## config.mk

```make
export PLATFORM = sky130hd
export DESIGN_NAME = axi_wstrb_beat_gen
export DESIGN_NICKNAME = d
export VERILOG_FILES = /design/src/rtl/axi_wstrb_beat_gen.sv
export SDC_FILE = /design/constraint.sdc
export NUM_CORES = 1
export LEC_CHECK = 0
export CORE_AREA = 4 4 100 102
export CTS_BUF_LIST = sky130_fd_sc_hd__clkbuf_16
export DETAILED_ROUTE_END_ITERATION = 10
export DIE_AREA = 0 0 104 106
export PLACE_DENSITY = 0.83
export SKIP_CTS_REPAIR_TIMING = 1
export SLEW_MARGIN = 20
export SYNTH_ARGS = -nofsm -noshare
export SYNTH_HDL_FRONTEND = slang
export SYNTH_SLANG_ARGS = --single-unit
```

## constraint.sdc

```tcl
create_clock -name ACLK -period 9.05 [get_ports ACLK]
set_clock_uncertainty 0.1 [all_clocks]
set_input_delay 1.3575 -clock ACLK [delete_from_list [all_inputs] [get_ports ACLK]]
set_output_delay 1.3575 -clock ACLK [all_outputs]
set_load 0.02 [all_outputs]
```

## src/rtl/axi_wstrb_beat_gen.sv

```systemverilog
// AXI W-channel beat generator: turns a write burst command plus lane-positioned
// data into W beats with computed WSTRB/WLAST, behind a one-entry output register.
module axi_wstrb_beat_gen #(
  parameter int AXI_DWIDTH    = 64,
  parameter int AXI_STRBWIDTH = AXI_DWIDTH / 8
) (
  input  logic                     ACLK,
  input  logic                     ARESET,
  input  logic                     CMD_VALID,
  output logic                     CMD_READY,
  input  logic [2:0]               CMD_ADDR,
  input  logic [2:0]               CMD_SIZE,
  input  logic [7:0]               CMD_LEN,
  input  logic                     DIN_VALID,
  output logic                     DIN_READY,
  input  logic [AXI_DWIDTH-1:0]    DIN,
  output logic                     WVALID,
  input  logic                     WREADY,
  output logic [AXI_DWIDTH-1:0]    WDATA,
  output logic [AXI_STRBWIDTH-1:0] WSTRB,
  output logic                     WLAST,
  output logic                     BUSY,
  output logic                     SIZE_ERR
);

  localparam int         OFFW     = $clog2(AXI_STRBWIDTH);
  localparam logic [2:0] MAX_SIZE = 3'(OFFW);

  typedef enum logic {IDLE, BURST} state_t;

  state_t                   state_reg, state_next;
  logic [2:0]               size_reg;
  logic [7:0]               len_reg;
  logic [7:0]               count_reg;
  logic [OFFW-1:0]          off_reg;
  logic                     wvalid_reg;
  logic [AXI_DWIDTH-1:0]    wdata_reg;
  logic [AXI_STRBWIDTH-1:0] wstrb_reg;
  logic                     wlast_reg;
  logic                     size_err_reg;

  logic                     cmd_fire;
  logic                     din_fire;
  logic                     last_load;
  logic [OFFW:0]            n_bytes;
  logic [OFFW:0]            n_low;
  logic [OFFW-1:0]          a_off;
  logic [OFFW:0]            end_lane;
  logic [AXI_STRBWIDTH-1:0] cur_strb;
  logic                     unused_addr_bits;

  // On a 32-bit bus the top address bit has no lane to select.
  assign unused_addr_bits = ^CMD_ADDR;

  assign CMD_READY = (state_reg == IDLE) && !ARESET;
  assign DIN_READY = (state_reg == BURST) && (!wvalid_reg || WREADY);
  assign cmd_fire  = CMD_VALID && CMD_READY;
  assign din_fire  = DIN_VALID && DIN_READY;
  assign last_load = din_fire && (count_reg == len_reg);

  // Container of N bytes starting at the offset aligned down to N; the lanes
  // below the current offset are masked, which only matters on the first beat.
  assign n_bytes  = (OFFW+1)'(1) << size_reg;
  assign n_low    = n_bytes - (OFFW+1)'(1);
  assign a_off    = off_reg & ~n_low[OFFW-1:0];
  assign end_lane = {1'b0, a_off} + n_bytes;

  generate
    for (genvar gi = 0; gi < AXI_STRBWIDTH; gi++) begin : g_lane
      localparam logic [OFFW:0] LANE = (OFFW+1)'(gi);
      assign cur_strb[gi] = (LANE >= {1'b0, off_reg}) && (LANE < end_lane);
    end
  endgenerate

  always_ff @(posedge ACLK or posedge ARESET) begin
    if (ARESET) state_reg <= IDLE;
    else        state_reg <= state_next;
  end

  always_comb begin
    state_next = state_reg;
    case (state_reg)
      IDLE:    if (cmd_fire)  state_next = BURST;
      BURST:   if (last_load) state_next = IDLE;
      default: state_next = IDLE;
    endcase
  end

  always_ff @(posedge ACLK or posedge ARESET) begin
    if (ARESET) begin
      size_reg     <= '0;
      len_reg      <= '0;
      count_reg    <= '0;
      off_reg      <= '0;
      wvalid_reg   <= 1'b0;
      wdata_reg    <= '0;
      wstrb_reg    <= '0;
      wlast_reg    <= 1'b0;
      size_err_reg <= 1'b0;
    end else begin
      size_err_reg <= cmd_fire && (CMD_SIZE > MAX_SIZE);
      if (cmd_fire) begin
        size_reg  <= (CMD_SIZE > MAX_SIZE) ? MAX_SIZE : CMD_SIZE;
        len_reg   <= CMD_LEN;
        off_reg   <= CMD_ADDR[OFFW-1:0];
        count_reg <= '0;
      end
      if (din_fire) begin
        wvalid_reg <= 1'b1;
        wdata_reg  <= DIN;
        wstrb_reg  <= cur_strb;
        wlast_reg  <= last_load;
        count_reg  <= count_reg + 8'd1;
        off_reg    <= end_lane[OFFW-1:0];
      end else if (WREADY) begin
        wvalid_reg <= 1'b0;
      end
    end
  end

  assign WVALID   = wvalid_reg;
  assign WDATA    = wdata_reg;
  assign WSTRB    = wstrb_reg;
  assign WLAST    = wlast_reg;
  assign BUSY     = (state_reg == BURST) || wvalid_reg;
  assign SIZE_ERR = size_err_reg;

endmodule
```

* Yosys cells after proc, flatten, opt, wreduce, memory -nomap -nowiden *
Cells that the tools add are included.

operators by class
  reductions and logical operators = 19
  $add $sub $neg = 3
  equality and inequality tests = 1
  magnitude comparators = 16
  mux-type cells = 10
  bitwise gates (word level) = 3
  shifts and indexed selects = 1

operator list
  operator               number
  $lt A3 B4 Y1 const A   4
  $mux W8                2
  $logic_and A1 B1 Y1    13
  $ge A3 B3 Y1 const A   3
  $mux W3                3
  $add A8 B1 Y8 const B  1
  $eq A8 B8 Y1           1
  $lt A1 B4 Y1 const A   2
  $lt A2 B4 Y1 const A   2
  $ge A1 B3 Y1 const A   2
  $ge A2 B3 Y1 const A   2
  $add A3 B4 Y4          1
  $mux W1                4
  $reduce_bool A2 Y1     2
  $shl A1 B3 Y4 const A  1
  $and A3 B3 Y3          1
  $gt A3 B2 Y1 const B   1
  $not A3 Y3             1
  $sub A3 B1 Y3 const B  1
  $logic_not A1 Y1       2
  $logic_or A1 B1 Y1     2
  $pmux W1 S2            1
  $not A1 Y1             1

word-level totals
  register bits = 98
  logic and storage cells = 63
  output and inout bits = 78
  bits of input ports = 83

* Depth between registers and ports, before layout *
Gate-level depths: netlist of run 1.

  depth after elaboration = 7
  depth in mapped cells = 8
  depth with buffers taken out = 7

* Least setup slack after synthesis of run 1 *
OpenSTA, ideal clock, no wires.

  path type = input -> output
  start = in WREADY
  end = out DIN_READY
  arrival = 1,777 ps
  cell stages on the path = 2
  path buffers = 0
  required time = 7,593 ps
  slack = 5,815 ps
  cells stage by stage = nand2b_1 > and2_1

on the way
  word-level cells in the longest chain between the ends = 2

RTL lines
  what                 line  text
  start, declared      18    input logic WREADY,
  $logic_or A1 B1 Y1   56    assign DIN_READY = (state_reg == BURST) && (!wvalid_reg || WREADY);
  $logic_and A1 B1 Y1  56
  end, declared        15    output logic DIN_READY,

Every way passes these cells.

* Worst setup path after layout of run 1 *
Ends and elaborated chain as after synthesis.

==> metrics.yaml, run 1 <==
clk_pin_slew_ns: 0.06
period_needed_ns: 4.24
routed_wl_um: 10900
multi_input_area_sq_um: 1610
tightest_slew_ns: 0.936
drtAntennaViolNets: 0
root_buffer: "clkbuf_16"
power_mw: 2.09
slew-limit-headroom_pct: 37.6
cts_tree: "yes"
fmax_mhz: 236
min_period_over_period_pct: 46.9
critical_path_arrival_ns: 2.79
ys_seq_area_share_pct: 58.4
port-buffer-count: 160
synth_area_sq_um: 4200
grt_remaining_overflow: 0
num_io_pins: 161
synth_edf_count: 0
hold-worst-slack_ns: 0.371
r2r_cells: 4
antenna_found_initial: 0
gp_congestion: 0.841
critical_path.cell_chain: "clkdlybuf4s50_1, nand2b_1, and2_1, clkdlybuf4s50_1"
grt_max_degree: 77
first_global_vias: 3907
cp_max_fo: 6
cts_buffers: 9
synth-seq-cells: 98
rows: 35
grt_first_pass_wirelength_um: 18500
vias: 3739
p_sw_uw: 817
start_util_pct: 46.1
final_nets: 702
cp_slowest_cell: "clkdlybuf4s50_1"
final_util_pct: 67.6
nFillCells: 692
status: "finished clean"
dieWidth_um: 104
p_leak_nw: 2.91
seqPwrFrac_pct: 36.3
clkPwrFrac_pct: 17.8
critPathCaptureType: "primary output"
synth_top_area_share_pct: 58.4
dieArea_sq_um: 11000
synthTopCellsByCount: "nand2_1 (235), dfrtp_1 (98), buf_2 (13)"
synth_cells: 466
worstSetupStartpointType: "primary input"
holdCritPathClass: "reg2reg"
die-height_um: 106
core_region_area_sq_um: 9110
holdPathStages: 2
grt_usage_pct: 20.3
cp_data_required_time_ns: 7.59
cpMostUsedCell: "clkdlybuf4s50_1"
ys_warn_count: 0
htreeDepth: 3
critPathMaxStageDelay_ns: 0.60
first_iter_violations: 143
path_class: "in2out"
final.setup.tns_ns: 0
drive_gt1_share_pct: 4.51
maxCapViolCount: 0
drc: 0
yosys-top-cells-area: "dfrtp_1 (58%), nand2_1 (21%), xor2_1 (1.9%), buf_2 (1.5%), mux2i_1 (1.4%)"
n_antenna_cell: 0
sw_frac_of_total_pct: 39.1
hold_viol_final: 0
postSynthAreaPerCell_sq_um: 9.01
netlist-cell-type-count: 47
largest_reg_flops: 64
peakVddDrop_mv: 0.197
areaGrowthSynthToFinish_pct: 46.7
async_reset_ff_share_pct: 100
internal_power_mw: 1.27
pwr-share-comb_pct: 45.9
power_density_nw_per_um2: 339
dp_hpwl_um: 7970
setup_viol: 0
ys.flop_type: "dfrtp_1"
synth_fp_nets: 552
rsz0062_at_grt: "no"
yosys.area.top_type: "dfrtp_1"
pre_cts_ws_ns: 4.81
dr.pass1.iters: 5
clock-sinks: 98
routedWlPerCell_um: 14.9
drv_slew: 0
clk_path_buf_depth: 2
ff_latch_area_sq_um: 2450
vias_per_cell: 5.11
clk_latency_ns: 0.33
yosysMostFrequentCell: "nand2_1"
finalWorstSetupSlack_ns: 4.81
per-stage QoR:
| step | instances | cell area, sq um |
|---|---|---|
| finish | 732 | 6160 |
| global route | 732 | 6160 |
| CTS | 732 | 6160 |
| detailed placement | 716 | 5860 |
| global placement | 716 | 5860 |
| floorplan | 466 | 4200 |
layout by cell type, fill, tap and decap left out, types with 2 or more instances in the layout:
cell type        netlist  final
o21ai_0                3      3
ha_1                   3      3
nand3_1                7      6
dfrtp_1               98     98
clkinv_4               0      3
or3_1                  6      6
nand2_1              235    235
a31oi_1                4      4
clkbuf_16              0      9
nor4_1                 4      4
a22oi_1                2      2
and2_1                 2      2
or4_1                  2      2
buf_4                  1      4
inv_1                  6      6
mux2i_1                6      6
xor2_1                 9      9
nor3_1                 2      2
a221o_1                2      2
o21ai_1                3      3
a41oi_1                2      2
nand2b_1               2      2
nor2_1                12     12
a21oi_1                9      9
clkdlybuf4s50_1        0    160
kinds of logic after synthesis:
family	after synthesis	synth area share, %
DFF	98	58.4
and+or+nand+nor	282	27.8
xor gates and xnor gates	10	2.09
muxes	6	1.43
AOI/OAI and AO/OA	36	5.96
buffers and inverters	31	3.43
adders and majority gates	3	0.894
per-layer routing:
metal  GRT usage [%]  wire length, um  vias to the layer above
met1            24.9             4480                     1764
met2            34.0             5290                      149
met4            7.98              259                        0
met3            5.89              892                       22
li1                -                -                     1804
met5               0                0                        -
path summary, 6_finish.rpt:
check                      startpoint           end  slack, ns
max                            WREADY     DIN_READY       4.81
min                         WDATA[48]     WDATA[48]       0.37
max reg2reg                 state_reg  count_reg[5]       6.41
min reg2reg                 WDATA[48]     WDATA[48]       0.37
max in group asynchronous      ARESET     WDATA[25]       6.31
min in group asynchronous      ARESET    len_reg[0]       1.31
critical path: cells and delay by family:
kind | cells | cell delay [ns]
buf+inv | 2 | 1.05
simple gates | 2 | 0.37
power groups by stage:
stage	clock (mW)	sequential [mW]	combinational, mW
floorplan	0	0.918	0.361
global placement	0	0.759	0.941
detailed placement	0	0.765	0.968
CTS	0.383	0.759	0.972
global route	0.398	0.787	1.05
finish	0.371	0.759	0.959
final cells by class:
type,count,area share [%]
flip-flops and latches,98,39.8
multi-input cells,337,26.2
well taps,111,2.26
clock buffers,9,3.66
repair buffers,164,26.5
clock inverters,7,1.16
inverters,6,0.406
Note: power is estimated with default switching activity, not from simulation.
==> run 2, diff against run 1 <==
CORE_AREA = 4 4 103 105   (was 4 4 100 102)
DIE_AREA = 0 0 107 109   (was 0 0 104 106)
PLACE_DENSITY = 0.79   (was 0.83)
clock period = 4.4 ns   (was 9.05 ns; I/O delays follow)
==> metrics.yaml, run 2 (synthesized netlist as in run 1, its figures left out) <==
dp.cells: 740  # +3.4%
gp_congestion: 0.866  # +3.0%
period_needed_ns: 2.87
r2r_start: "size_reg[0]"
startpoint: "WREADY"
grt_max_degree: 81  # +5.2%
drv_slew: 0  # unchanged
fin_cells: 755  # +3.1%
r2r_end: "WSTRB[4]"
min_period_over_period_pct: 65.3
dr.pass1.iters: 5  # unchanged
power_density_nw_per_um2: 695  # +100%
crit_end: "DIN_READY"
final_util_pct: 64.3  # -3.3 points
met3_usage_pct: 5.33  # -0.56 points
clk_latency_ns: 0.33  # about the same
critical_path_arrival_ns: 2.11  # -0.68 ns
clk_path_buf_depth: 2  # unchanged
setup_viol: 0  # unchanged
clock-sinks: 98  # unchanged
first_iter_violations: 211  # +48%
peakVddDrop_mv: 0.370  # +88%
cts_tree: "yes"
slew-limit-headroom_pct: 34.8  # -2.8 points
grt_usage_pct: 19.3  # -0.98 points
cp_data_required_time_ns: 3.64  # -3.95 ns
core_region_area_sq_um: 9640  # +5.8%
drtAntennaViolNets: 0  # unchanged
largest_reg_flops: 64  # unchanged
root_buffer: "clkbuf_16"
n_antenna_cell: 0  # unchanged
r2r_slack_ns: 1.93  # -4.48 ns
port-buffer-count: 160  # unchanged
antenna_found_initial: 0  # unchanged
grtUsageMet1_pct: 24.9  # +0.032 points
rsz0062_at_grt: "no"
critPathMaxStageDelay_ns: 0.60  # about the same
first_global_vias: 3827  # -2.0%
areaGrowthSynthToFinish_pct: 47.5
vias: 3788  # +1.3%
fmax_mhz: 348
p_leak_nw: 2.92  # +0.25%
critical_path.cell_chain: "clkdlybuf4s50_1, nand2b_1, and2_1, clkdlybuf4s50_1"
holdCritPathClass: "reg2reg"
busiest_layer: "met2"
r2r_cells: 5  # +1
hold_viol_final: 0  # unchanged
htreeDepth: 3  # unchanged
dieArea_sq_um: 11700  # +5.8%
grt_remaining_overflow: 0  # unchanged
path_class: "in2out"
dp_hpwl_um: 8150  # +2.2%
num_io_pins: 161  # unchanged
drc: 0  # unchanged
maxCapViolCount: 0  # unchanged
tightest_slew_ns: 0.978  # +0.0424 ns
cts_buffers: 9  # unchanged
power_mw: 4.31  # +110%
status: "finished clean"
clk_pin_slew_ns: 0.06  # about the same
final_common_cell: "nand2_1"
grt_first_pass_wirelength_um: 18100  # -1.9%
vias_per_cell: 5.02  # -1.8%
critPathCaptureType: "primary output"
final_nets: 704  # +0.28%
met2_usage_pct: 31.5  # -2.5 points
worstSetupStartpointType: "primary input"
rows: 36  # +2.9%
cp_slowest_cell: "clkdlybuf4s50_1"
die-height_um: 109  # +2.8%
cpMostUsedCell: "clkdlybuf4s50_1"
start_util_pct: 43.6  # -2.5 points
routedWlPerCell_um: 14.7  # -1.3%
routed_wl_um: 11100  # +1.8%
final.setup.tns_ns: 0  # unchanged
layout_common_cells: "nand2_1 (235), clkdlybuf4s50_1 (160), dfrtp_1 (98), nor2_1 (12)"
cp_max_fo: 6  # unchanged
dieWidth_um: 107  # +2.9%
drive_gt1_share_pct: 4.98  # +0.48 points
## run 2: worst max-delay path, delay by kind of cell
family | cells | cell delay [ns]
simple gates | 2 | 0.40
buf+inv | 2 | 1.04
## run 2: report_power, final
part / total, mW / switching, mW / internal, mW
Clock: 0.769 / 0.330 / 0.440
Combinational: 1.97 / 1.07 / 0.899
Sequential: 1.57 / 0.283 / 1.28
## run 2: cell type report
cell class | count | area, sq um
Clock buffer | 9 | 225
Inverter | 6 | 25.0
Timing Repair Buffer | 166 | 1650
Tap cell | 133 | 166
Multi-Input combinational cell | 337 | 1610
Clock inverter | 6 | 65.1
Sequential cell | 98 | 2450
Fill cell | 813 | 3440
## run 2: how the worst min path moves through the flow
stage          startpoint    endpoint  slack (ns)  cells after the start
3_3_place_gp    WDATA[39]   WDATA[39]        0.36                      2
2_1_floorplan  len_reg[0]  len_reg[0]        0.37                      2
6_report        WDATA[38]   WDATA[38]        0.37                      2
4_1_cts         WDATA[16]   WDATA[16]        0.38                      2
3_5_place_dp    WDATA[47]   WDATA[47]        0.36                      2
5_1_grt         WDATA[47]   WDATA[47]        0.40                      2
## run 2: per-layer routing
layer	vias to the layer above	wire [um]
met5	-	0
met4	0	180
met3	18	988
met2	177	5250
met1	1793	4690
li1	1800	-
## run 2: stage by stage
stage / setup slack, ns / hold slack [ns] / area, sq um
after floorplan: 1.08 / 0.365 / 4200
after global placement: 1.48 / 0.357 / 5900
after detailed placement: 1.39 / 0.362 / 5900
after CTS: 1.53 / 0.379 / 6190
after global routing: 1.45 / 0.399 / 6190
final: 1.53 / 0.371 / 6190
==> run 3, diff against run 2 <==
CORE_AREA = 4 4 108 110   (was 4 4 103 105)
DIE_AREA = 0 0 112 114   (was 0 0 107 109)
PLACE_DENSITY = 0.76   (was 0.79)
clock period = 2.4 ns   (was 4.4 ns; I/O delays follow)
==> metrics.yaml, run 3 (synthesized netlist as in run 1, its figures left out) <==
p_sw_mw: 3.10  # +84%
sw_frac_of_total_pct: 38.3  # -0.80 points
path_class: "in2out"
pwr-share-comb_pct: 46.8  # +1.0 points
placed_area_sq_um: 6010  # +1.8%
min_period_over_period_pct: 94.3
largest_reg_flops: 64  # unchanged
final_common_cell: "nand2_1"
n_antenna_cell: 0  # unchanged
hold-worst-slack_ns: 0.327  # -0.0444 ns
core_region_area_sq_um: 10700  # +11%
fmax_mhz: 442
critPathMaxStageDelay_ns: 0.60  # about the same
clk_path_buf_depth: 2  # unchanged
antenna_found_initial: 0  # unchanged
r2r_start: "size_reg[1]"
rows: 38  # +5.6%
final_area_sq_um: 6330  # +2.1%
drc: 0  # unchanged
power_density_nw_per_um2: 1280  # +84%
startpoint: "WREADY"
grt_max_degree: 54  # -33%
critical_path_arrival_ns: 1.80  # -0.31 ns
critPathCaptureType: "primary output"
final_util_pct: 59.1  # -5.1 points
cp_max_fo: 6  # unchanged
critical_path.cell_chain: "clkdlybuf4s50_1, nand2b_1, and2_1, clkdlybuf4s50_1"
status: "finished clean"
period_needed_ns: 2.26
die-height_um: 114  # +4.6%
hold_viol_final: 0  # unchanged
cp_data_required_time_ns: 1.94  # -1.70 ns
holdCritPathClass: "in2async"
worst-path-buf-inv: 2  # unchanged
r2r_end: "WSTRB[0]"
vias: 3734  # -1.4%
clkPwrFrac_pct: 18.0  # about the same
dieWidth_um: 112  # +4.7%
grt_usage_pct: 17.9  # -1.5 points
port-buffer-count: 160  # unchanged
clock-sinks: 98  # unchanged
clk_latency_ns: 0.32  # about the same
crit_family: "buffers and inverters"
final_nets: 713  # +1.3%
first_global_vias: 3754  # -1.9%
p_leak_nw: 2.99  # +2.2%
dieArea_sq_um: 12800  # +9.5%
htreeDepth: 3  # unchanged
worstSetupStartpointType: "primary input"
maxCapViolCount: 0  # unchanged
cpMostUsedCell: "clkdlybuf4s50_1"
setup_viol: 0  # unchanged
start_util_pct: 39.3  # -4.3 points
gp_congestion: 0.912  # +5.3%
slew-limit-headroom_pct: 64.2  # +29 points
cts_tree: "yes"
crit_end: "DIN_READY"
layout_common_cells: "nand2_1 (235), clkdlybuf4s50_1 (160), dfrtp_1 (98), nor2_1 (12), buf_4 (12)"
drive_gt1_share_pct: 5.86  # +0.88 points
num_io_pins: 161  # unchanged
tightest_slew_ns: 0.532  # -0.446 ns
drv_slew: 0  # unchanged
cp_slowest_cell: "clkdlybuf4s50_1"
seqPwrFrac_pct: 35.2  # -1.2 points
cp.depth: 4  # unchanged
clk_pin_slew_ns: 0.07  # about the same
vias_per_cell: 4.84  # -3.5%
rsz0062_at_grt: "no"
internal_power_mw: 4.98  # +90%
dr.pass1.iters: 4  # -1
grt_remaining_overflow: 0  # unchanged
r2r_cells: 7  # +2
r2r_slack_ns: 0.20  # -1.73 ns
cts_buffers: 9  # unchanged
first_iter_violations: 250  # +18%
peakVddDrop_mv: 0.707  # +91%
routed_wl_um: 11500  # +3.3%
dp_hpwl_um: 8560  # +5.0%
areaGrowthSynthToFinish_pct: 50.7
grt_first_pass_wirelength_um: 18800  # +3.4%
routedWlPerCell_um: 14.9  # +1.1%
drtAntennaViolNets: 0  # unchanged
final.setup.tns_ns: 0  # unchanged
root_buffer: "clkbuf_16"
[run 3: power by group through the flow]
stage | Sequential (mW) | Clock, mW | Combinational (mW)
2_1_floorplan | 3.46 | 0 | 1.36
3_3_place_gp | 2.83 | 0 | 3.70
3_5_place_dp | 2.86 | 0 | 3.80
4_1_cts | 2.84 | 1.49 | 3.81
5_1_grt | 2.93 | 1.57 | 4.10
6_report | 2.84 | 1.45 | 3.78
[run 3: metal layers]
metal / share of wire [%] / GRT usage (%)
met1: 44 / 23.7
met2: 48 / 29.3
met3: 6.9 / 3.98
met4: 1.4 / 5.93
met5: 0 / 0
[run 3: how the worst min path moves through the flow]
stage,startpoint,to,slack (ns),cells after the start
6_report,ARESET,SIZE_ERR,0.33,2
5_1_grt,ARESET,SIZE_ERR,0.35,2
4_1_cts,ARESET,SIZE_ERR,0.32,2
3_3_place_gp,WDATA[39],WDATA[39],0.36,2
2_1_floorplan,len_reg[0],len_reg[0],0.37,2
3_5_place_dp,WDATA[22],WDATA[22],0.36,2
[run 3: layout make-up]
class | count | area, sq um
Timing Repair Buffer | 175 | 1750
Clock buffer | 9 | 225
Sequential cell | 98 | 2450
Fill cell | 945 | 4370
Tap cell | 140 | 175
Inverter | 6 | 26.3
Clock inverter | 6 | 75.1
Multi-Input combinational cell | 337 | 1620
[run 3: per-stage QoR]
| step | instances | power, mW | setup WS, ns |
|---|---|---|---|
| after floorplan | 466 | 4.82 | 0.269 |
| after global placement | 755 | 6.53 | 0.143 |
| after detailed placement | 755 | 6.66 | 0.131 |
| after CTS | 770 | 8.14 | 0.112 |
| after global routing | 771 | 8.60 | 0.0149 |
| final | 771 | 8.08 | 0.137 |
